$ cat src/rtl/pll_lmmi_reconfig_ctrl.sv
// Host-side controller for the PLL_CORE LMMI config port: serialises register
// reads/writes and runs the reset/relock sequence on an apply command.
module pll_lmmi_reconfig_ctrl #(
    parameter int unsigned RST_CYCLES   = 16,
    parameter int unsigned LOCK_TIMEOUT = 4096,
    parameter int unsigned LOCK_STABLE  = 64,
    parameter int unsigned RD_TIMEOUT   = 255
) (
    input  logic       clk,
    input  logic       rst,
    input  logic       req_valid,
    output logic       req_ready,
    input  logic       req_write,
    input  logic [6:0] req_offset,
    input  logic [7:0] req_wdata,
    output logic       resp_valid,
    output logic [7:0] resp_rdata,
    output logic       resp_err,
    input  logic       apply_start,
    output logic       apply_busy,
    output logic       apply_done,
    output logic       apply_fail,
    output logic       lmmi_request,
    output logic       lmmi_wr_rdn,
    output logic [6:0] lmmi_offset,
    output logic [7:0] lmmi_wdata,
    input  logic       lmmi_ready,
    input  logic [7:0] lmmi_rdata,
    input  logic       lmmi_rdata_valid,
    output logic       pll_rst,
    input  logic       pll_lock
);

    localparam int unsigned RST_W = $clog2(RST_CYCLES + 1);
    localparam int unsigned TMO_W = $clog2(LOCK_TIMEOUT + 1);
    localparam int unsigned STB_W = $clog2(LOCK_STABLE + 1);
    localparam int unsigned RD_W  = $clog2(RD_TIMEOUT + 1);

    typedef enum logic [2:0] {
        S_IDLE, S_WR_REQ, S_RD_REQ, S_RD_WAIT, S_RST_HOLD, S_LOCK_WAIT, S_LOCK_CHK
    } state_t;

    state_t           r_state, w_state_nxt;
    logic             r_wr, w_wr;
    logic [6:0]       r_offset, w_offset;
    logic [7:0]       r_wdata, w_wdata;
    logic [RST_W-1:0] r_rst_cnt, w_rst_cnt;
    logic [TMO_W-1:0] r_tmo_cnt, w_tmo_cnt;
    logic [STB_W-1:0] r_stb_cnt, w_stb_cnt;
    logic [RD_W-1:0]  r_rd_cnt, w_rd_cnt;
    logic             r_lock_meta, r_lock_sync;
    logic             r_resp_valid, w_resp_valid;
    logic [7:0]       r_resp_rdata, w_resp_rdata;
    logic             r_resp_err, w_resp_err;
    logic             r_apply_done, w_apply_done;
    logic             r_apply_fail, w_apply_fail;

    always_ff @(posedge clk) begin
        if (rst) begin
            r_state      <= S_IDLE;
            r_wr         <= 1'b0;
            r_offset     <= '0;
            r_wdata      <= '0;
            r_rst_cnt    <= '0;
            r_tmo_cnt    <= '0;
            r_stb_cnt    <= '0;
            r_rd_cnt     <= '0;
            r_lock_meta  <= 1'b0;
            r_lock_sync  <= 1'b0;
            r_resp_valid <= 1'b0;
            r_resp_rdata <= '0;
            r_resp_err   <= 1'b0;
            r_apply_done <= 1'b0;
            r_apply_fail <= 1'b0;
        end else begin
            r_state      <= w_state_nxt;
            r_wr         <= w_wr;
            r_offset     <= w_offset;
            r_wdata      <= w_wdata;
            r_rst_cnt    <= w_rst_cnt;
            r_tmo_cnt    <= w_tmo_cnt;
            r_stb_cnt    <= w_stb_cnt;
            r_rd_cnt     <= w_rd_cnt;
            r_lock_meta  <= pll_lock;
            r_lock_sync  <= r_lock_meta;
            r_resp_valid <= w_resp_valid;
            r_resp_rdata <= w_resp_rdata;
            r_resp_err   <= w_resp_err;
            r_apply_done <= w_apply_done;
            r_apply_fail <= w_apply_fail;
        end
    end

    always_comb begin
        w_state_nxt  = r_state;
        w_wr         = r_wr;
        w_offset     = r_offset;
        w_wdata      = r_wdata;
        w_rst_cnt    = r_rst_cnt;
        w_tmo_cnt    = r_tmo_cnt;
        w_stb_cnt    = r_stb_cnt;
        w_rd_cnt     = r_rd_cnt;
        w_resp_valid = 1'b0;
        w_resp_rdata = r_resp_rdata;
        w_resp_err   = 1'b0;
        w_apply_done = 1'b0;
        w_apply_fail = 1'b0;

        case (r_state)
            S_IDLE: begin
                if (apply_start) begin
                    w_state_nxt = S_RST_HOLD;
                    w_rst_cnt   = '0;
                end else if (req_valid) begin
                    w_wr        = req_write;
                    w_offset    = req_offset;
                    w_wdata     = req_wdata;
                    w_state_nxt = req_write ? S_WR_REQ : S_RD_REQ;
                end
            end
            S_WR_REQ: begin
                if (lmmi_ready) begin
                    w_resp_valid = 1'b1;
                    w_state_nxt  = S_IDLE;
                end
            end
            S_RD_REQ: begin
                if (lmmi_ready) begin
                    // Read data may come back in the same cycle the PLL accepts.
                    if (lmmi_rdata_valid) begin
                        w_resp_valid = 1'b1;
                        w_resp_rdata = lmmi_rdata;
                        w_state_nxt  = S_IDLE;
                    end else begin
                        w_rd_cnt    = '0;
                        w_state_nxt = S_RD_WAIT;
                    end
                end
            end
            S_RD_WAIT: begin
                if (lmmi_rdata_valid) begin
                    w_resp_valid = 1'b1;
                    w_resp_rdata = lmmi_rdata;
                    w_state_nxt  = S_IDLE;
                end else if (r_rd_cnt >= RD_W'(RD_TIMEOUT - 1)) begin
                    w_resp_valid = 1'b1;
                    w_resp_err   = 1'b1;
                    w_resp_rdata = '0;
                    w_state_nxt  = S_IDLE;
                end else begin
                    w_rd_cnt = r_rd_cnt + RD_W'(1);
                end
            end
            S_RST_HOLD: begin
                if (r_rst_cnt >= RST_W'(RST_CYCLES - 1)) begin
                    w_tmo_cnt   = '0;
                    w_state_nxt = S_LOCK_WAIT;
                end else begin
                    w_rst_cnt = r_rst_cnt + RST_W'(1);
                end
            end
            S_LOCK_WAIT: begin
                // Timeout budget accumulates over every visit since reset release.
                if (r_lock_sync) begin
                    w_stb_cnt   = '0;
                    w_state_nxt = S_LOCK_CHK;
                end else if (r_tmo_cnt >= TMO_W'(LOCK_TIMEOUT - 1)) begin
                    w_apply_fail = 1'b1;
                    w_state_nxt  = S_IDLE;
                end else begin
                    w_tmo_cnt = r_tmo_cnt + TMO_W'(1);
                end
            end
            S_LOCK_CHK: begin
                if (!r_lock_sync) begin
                    w_state_nxt = S_LOCK_WAIT;
                end else if (r_stb_cnt >= STB_W'(LOCK_STABLE - 1)) begin
                    w_apply_done = 1'b1;
                    w_state_nxt  = S_IDLE;
                end else begin
                    w_stb_cnt = r_stb_cnt + STB_W'(1);
                end
            end
            default: w_state_nxt = S_IDLE;
        endcase
    end

    assign req_ready    = (r_state == S_IDLE) && !apply_start;
    assign lmmi_request = (r_state == S_WR_REQ) || (r_state == S_RD_REQ);
    assign lmmi_wr_rdn  = r_wr;
    assign lmmi_offset  = r_offset;
    assign lmmi_wdata   = r_wdata;
    assign pll_rst      = (r_state == S_RST_HOLD);
    assign apply_busy   = (r_state == S_RST_HOLD) || (r_state == S_LOCK_WAIT) ||
                          (r_state == S_LOCK_CHK);
    assign resp_valid   = r_resp_valid;
    assign resp_rdata   = r_resp_rdata;
    assign resp_err     = r_resp_err;
    assign apply_done   = r_apply_done;
    assign apply_fail   = r_apply_fail;

endmodule

$ cat config.mk
export PLATFORM = sky130hd
export DESIGN_NAME = pll_lmmi_reconfig_ctrl
export DESIGN_NICKNAME = d
export VERILOG_FILES = /design/src/rtl/pll_lmmi_reconfig_ctrl.sv
export SDC_FILE = /design/constraint.sdc
export NUM_CORES = 1
export LEC_CHECK = 0
export ABC_AREA = 1
export CAP_MARGIN = 20
export CORE_UTILIZATION = 49
export CTS_BUF_LIST = sky130_fd_sc_hd__clkbuf_2 sky130_fd_sc_hd__clkbuf_4 sky130_fd_sc_hd__clkbuf_8
export CTS_CLUSTER_DIAMETER = 30
export CTS_CLUSTER_SIZE = 30
export DETAILED_ROUTE_END_ITERATION = 10
export PLACE_DENSITY_LB_ADDON = 0.25
export SLEW_MARGIN = 25
export SYNTH_ARGS = -nofsm -noshare
export SYNTH_HDL_FRONTEND = slang
export SYNTH_SLANG_ARGS = --single-unit
$ cat constraint.sdc
create_clock -name clk -period 1.5 [get_ports clk]
set_input_delay 0.15 -clock clk [delete_from_list [all_inputs] [get_ports clk]]
set_output_delay 0.15 -clock clk [all_outputs]
set_load 0.01 [all_outputs]
==> flow_summary.toml, run 1 <==
[sta]
final-setup-viol-count = 36
period_needed_ns = 1.78
skew_ns = 0.0164
fin_ws_ns = -0.282
rsz0062_at_grt = "yes"
worst_pin_slew_ns = 0.473
max_freq_mhz = 561
whs_ns = 0.364
hold_viol = 0
period_share_pct = 119
slew_headroom_pct = 68.2
maxSlewViolCount = 0

[floorplan]
coreArea_um2 = 6460
io_pins = 63
die_x_um = 84.5
die-area_um2 = 7130
initial_utilization_pct = 51.6
rows = 29
dieHeight_um = 84.5

[clock_tree]
clkLatencyLatePin_ns = 0.37
cts_tree = "built"
clockBufferDepth = 2
clock_sinks = 66
htree_num_levels = 3
cts_inserted_buffers = 9
clockRootBuffer = "clkbuf_8"
clk_pin_slew_ns = 0.09

[power_and_ir_drop]
pwr-share-comb_pct = 49.9
p_seq_share_pct = 29.1
p_sw_share_pct = 40.6
ir_drop_mv = 0.947
p_int_mw = 4.43
p_leak_nw = 2.08
switchingPower_mw = 3.03
clkPwrFrac_pct = 21.0
powerDensity_nw_per_um2 = 1430

[worst_setup_path]
cp-end-kind = "flop"
max_stage_delay_ns = 0.32
cp.required_ns = 1.76
critPathKind = "flop to flop"
cpMostUsedCell = "nand2_1"
crit_chain = "ha_1, nand2_1, nor2_2, nand3b_1, inv_1, nor2_4, buf_4, nand2_1, nand3_2, nand2_1, nor2_1"
cp_slowest_cell = "dfxtp_1"
worstPathMaxFanout = 3
critPathArrivalTime_ns = 2.04
startpoint_type = "flop"

[final_layout]
stdcell_area_um2 = 5230
antennaDiodeCount = 0
syn2layout_area_growth_pct = 57.1
multi_input_comb_area_um2 = 2210
drive_gt1_share_pct = 36.9
nNetsFinal = 630
ff_latch_area_um2 = 1340
filler_cell_count = 370

[place]
io_buffers = 62
hpwl_um = 5930
place_congestion = 0.836
postPlaceCellArea_um2 = 4430

[global_route]
antenna_found_initial = 0
grt_max_degree = 34
grt_pass1_vias = 3496
use_met1_pct = 29.5
track_usage_pct = 26.3
grt_util_met3_pct = 9.05
grtUsageMet2_pct = 46.6
grt_pass1_wl_um = 15200
busiest_layer = "met2"
grt-ovfl-total = 0

[logic_synthesis]
yosysWarnings = 0
synthFlopType = "dfxtp_1"
synth_seq_cells = 66
avgSynthCellArea_um2 = 7.31
syn_area_um2 = 3330
synth_edf_count = 0
synthesis.nets = 493
ys_types = 38
synth_cells = 456
ys_seq_area_share_pct = 39.7
async_flop_share_pct = 0

[route]
drtPass1Iterations = 5
drt_iter0_drc = 223
post_drt_wl_per_cell_um = 16.9
routed_via_density = 5.60
finalWirelength_um = 11400
ant_nets = 0
route.vias.total = 3772
drc_errors = 0

[outcome]
violations = "setup timing"
status = "finished, violations left"

[flow_run]
cap_violations = 0

[min_path]
min_path_type = "input pin to flop"
==> cells in the mapped netlist (3+ instances only) <==
library cell,count,area (µm²)
o21bai_1,3,22.5
inv_1,37,139
nand3_1,24,120
nor2_4,5,56.3
xnor2_1,4,35.0
nand2_4,3,33.8
clkbuf_1,6,22.5
nand2_2,4,25.0
a21oi_2,6,52.6
dfxtp_1,66,1320
nand3_2,13,130
nor2_2,4,25.0
nor2_1,83,312
nand3b_1,3,22.5
nand4_1,8,50.1
nand2_1,75,282
o21ai_0,32,160
buf_2,3,15.0
a21oi_1,30,150
xor2_1,4,35.0
nor3_1,11,55.1
ha_1,6,75.1
inv_2,5,18.8
==> final timing paths <==
check	from	endpoint	slack, ns	depth (start not counted)
setup / recovery	r_tmo_cnt[0]$_SDFFE_PP0P_	r_state[1]$_SDFFE_PP0P_	-0.28	11
hold / removal	pll_lock	r_lock_meta$_SDFF_PP0_	0.36	3
setup reg to reg	r_tmo_cnt[0]$_SDFFE_PP0P_	r_state[1]$_SDFFE_PP0P_	-0.28	11
hold reg to reg	r_lock_meta$_SDFF_PP0_	r_lock_sync$_SDFF_PP0_	0.43	2
==> what timing repair did <==
| action | in CTS | in global routing |
|---|---|---|
| cloned | 3 | 0 |
| hold buffers | 0 | 0 |
| endpoints found under the setup margin | 44 | 47 |
| pin swaps | 17 | 41 |
| buffers inserted | 5 | 17 |
| resized for setup | 48 | 86 |
==> registers in the layout (all words and copies together), names as in the netlist <==
signal / cells
r_tmo_cnt: 13
lmmi_wdata: 8
r_rd_cnt: 8
resp_rdata: 8
lmmi_offset: 7
r_stb_cnt: 7
r_rst_cnt: 5
r_state: 3
apply_done: 1
apply_fail: 1
lmmi_wr_rdn: 1
r_lock_meta: 1
r_lock_sync: 1
resp_err: 1
resp_valid: 1
==> kinds of logic after synthesis <==
logic type,synth area share [%]
adder cells (fa/ha/maj),2.25
AND/OR/NAND/NOR,35.0
flip-flops,39.7
AO/OA/AOI/OAI,13.5
buffers and inverters,7.51
XOR/XNOR,2.10
==> layout by cell type (no fill, tap or decap), types with 5 or more instances in the layout <==
master / n
a21oi_1: 19
a21oi_2: 17
buf_4: 67
buf_6: 6
clkbuf_8: 11
clkdlybuf4s50_1: 58
dfxtp_1: 59
inv_1: 35
inv_2: 5
nand2_1: 57
nand2_2: 15
nand2_4: 8
nand3_1: 11
nand3_2: 22
nand3_4: 5
nand4_1: 8
nor2_1: 69
nor2_2: 6
nor2_4: 19
nor3_1: 11
o21ai_0: 24
o21ai_2: 5
==> power by group through the flow <==
stage | clock, mW | combinational (mW) | sequential (mW)
2_1_floorplan | 0 | 1.60 | 2.20
3_3_place_gp | 0 | 2.69 | 2.12
3_5_place_dp | 0 | 2.75 | 2.13
4_1_cts | 1.56 | 3.03 | 2.12
5_1_grt | 1.66 | 4.00 | 2.19
6_report | 1.57 | 3.72 | 2.17
==> through the flow <==
| step | power [mW] | util [%] | setup TNS [ns] | setup slack, ns | cells |
|---|---|---|---|---|---|
| after floorplan | 3.79 | - | -1.17 | -0.103 | 456 |
| after global placement | 4.81 | 68.6 | -2.94 | -0.143 | 635 |
| after detailed placement | 4.88 | 68.6 | -4.31 | -0.193 | 635 |
| after CTS | 6.70 | 74.6 | -2.37 | -0.169 | 658 |
| after global routing | 7.85 | 81.0 | -6.44 | -0.398 | 674 |
| final | 7.46 | 81.0 | -3.48 | -0.282 | 674 |
==> worst max-delay path: cells and delay by family (launching register included) <==
family / cells / cell delay (ns)
adder cells (fa/ha/maj): 1 / 0.22
buffers and inverters: 2 / 0.20
flip-flops: 1 / 0.32
AND/OR/NAND/NOR: 8 / 0.95
==> area by class of cell <==
type / count / area share [%]
clock buffer: 11 / 2.89
clock inverter: 4 / 0.980
inverter: 45 / 3.42
multi-input combinational: 334 / 42.3
sequential: 66 / 25.6
tap: 77 / 1.84
timing repair buffer: 137 / 23.0
==> routing by layer <==
metal	routed length [µm]	vias up
li1	-	1769
met1	4400	1787
met2	5850	168
met3	699	48
met4	434	0
met5	0	-
(Power assumes the default switching activity.)
==> run 2, diff against run 1 <==
- HOLD_SLACK_MARGIN: default -> 0.03
==> results of run 2 <==
Final layout, timing and power as in run 1 (identical DEF).
==> run 3, diff against run 2 <==
- CORE_UTILIZATION: 49 -> 27
==> run 3 against run 2 <==
Net effect:
- critical path depth increased by 1
- design area increased by 6.7%
- sequential share of layout area decreased by 1.6 points
- the flow still finishes with violations (setup timing)
- maximum frequency increased by 9.8%
- largest cell class unchanged
- first-iteration DRC count decreased by 61%
- critical path type unchanged
- flip-flop and latch count unchanged
==> flow_summary.toml, run 3 (same netlist as run 1, synthesis figures left out) <==
[global_route]
track_usage_pct = 14.5
grt_pass1_vias = 3252
grt-ovfl-total = 0
grt_pass1_wl_um = 14600
grt_max_degree = 34
antenna_found_initial = 0

[floorplan]
io_pins = 63
dieHeight_um = 113
die_x_um = 113
coreArea_um2 = 12000
initial_utilization_pct = 27.7
rows = 40
die-area_um2 = 12800

[route]
route.vias.total = 3478
finalWirelength_um = 9320
drtPass1Iterations = 6
drt_iter0_drc = 86
routed_via_density = 4.58
ant_nets = 0
drc_errors = 0
post_drt_wl_per_cell_um = 12.3

[sta]
fin_ws_ns = -0.122
max_freq_mhz = 616
slew_headroom_pct = 66.4
worst_pin_slew_ns = 0.504
period_share_pct = 108
period_needed_ns = 1.62
maxSlewViolCount = 0
tns_ns = -2.22
final-setup-viol-count = 30
hold_viol = 0
rsz0062_at_grt = "yes"
skew_ns = 0.00702
whs_ns = 0.303

[clock_tree]
clk_pin_slew_ns = 0.07
cts_hold_buf = 0
clockBufferDepth = 2
clock_sinks = 66
clkLatencyLatePin_ns = 0.37
cts_inserted_buffers = 9
clockRootBuffer = "clkbuf_8"
cts_tree = "built"
htree_num_levels = 3

[final_layout]
top_register = "r_tmo_cnt"
largest_reg_flops = 13
syn2layout_area_growth_pct = 67.6
final_cell_count_no_fill = 760
nNetsFinal = 645
final_cell_mix = "buf_4 (69), nor2_1 (60), dfxtp_1 (59)"
fin_util_pct = 46.5
filler_cell_count = 1170
layout_commonest_cell = "buf_4"
drive_gt1_share_pct = 42.1
antennaDiodeCount = 0

[worst_setup_path]
critPathArrivalTime_ns = 1.92
critPathKind = "flop to flop"
cp.required_ns = 1.80
cp-end-kind = "flop"
worstPathMaxFanout = 5
startpoint_type = "flop"

[flow_run]
cap_violations = 0

[outcome]
status = "finished, violations left"
violations = "setup timing"

[min_path]
min_path_type = "input pin to flop"

[power_and_ir_drop]
p_leak_nw = 2.19
powerDensity_nw_per_um2 = 1370
ir_drop_mv = 0.671
total_power_mw = 7.66

[place]
placedCellCount = 717
hpwl_um = 6340
io_buffers = 62
place_congestion = 0.833
[run 3: timing repair]
action | CTS | global route
resized for setup | 52 | 141
setup buffers | 2 | 22
cloned | 0 | 3
pin swaps | 13 | 58
setup endpoints to repair | 42 | 63
[run 3: path summary, 6_finish.rpt]
path | startpoint | end | cells after the start | slack (ns)
max | r_rst_cnt[1]$_SDFFE_PP0P_ | r_tmo_cnt[0]$_SDFFE_PP0P_ | 12 | -0.12
max reg2reg | r_rst_cnt[1]$_SDFFE_PP0P_ | r_tmo_cnt[0]$_SDFFE_PP0P_ | 12 | -0.12
min reg2reg | r_lock_meta$_SDFF_PP0_ | r_lock_sync$_SDFF_PP0_ | 2 | 0.41
min | pll_lock | r_lock_meta$_SDFF_PP0_ | 3 | 0.30
[run 3: worst max-delay path, stage by stage, from the launching register on]
cell and delay (ns):
dfxtp_4 0.35, ha_4 0.16, nand2_4 0.06, nor2_2 0.03, ha_2 0.18, nor2_4 0.09, nand3_4 0.11, nand2_4 0.10
nor2_4 0.04, nand2_4 0.11, buf_6 0.15, nand3_2 0.07, a21oi_2 0.12
[run 3: layout make-up]
cell class / instances / area [µm²] / share of cell area (%)
multi-input cells: 332 / 2270 / 40.6
repair buffers: 153 / 1380 / 24.7
flip-flops and latches: 66 / 1340 / 24.0
inverters: 45 / 198 / 3.54
well taps: 147 / 184 / 3.29
clock buffers: 12 / 159 / 2.84
clock inverters: 4 / 50.0 / 0.896
repair inverters: 1 / 7.51 / 0.134
[run 3: layer usage]
metal	GRT usage (%)	part of all wire, %	vias to the layer above
met5	0	0	-
met4	7.19	1.9	0
met3	4.45	3.9	14
met2	23.9	49	49
met1	17.1	45	1621
li1	-	-	1794
[run 3: where the power goes]
group	internal, mW	switching [mW]
clock network	0.873	0.717
registers	2.00	0.177
logic	1.82	2.08
[run 3: stage by stage]
step	setup slack [ns]	instance area, µm²
2_1_floorplan	-0.103	3380
3_3_place_gp	-0.173	4610
3_5_place_dp	-0.201	4610
4_1_cts	-0.155	4960
5_1_grt	-0.239	5590
6_report	-0.122	5590
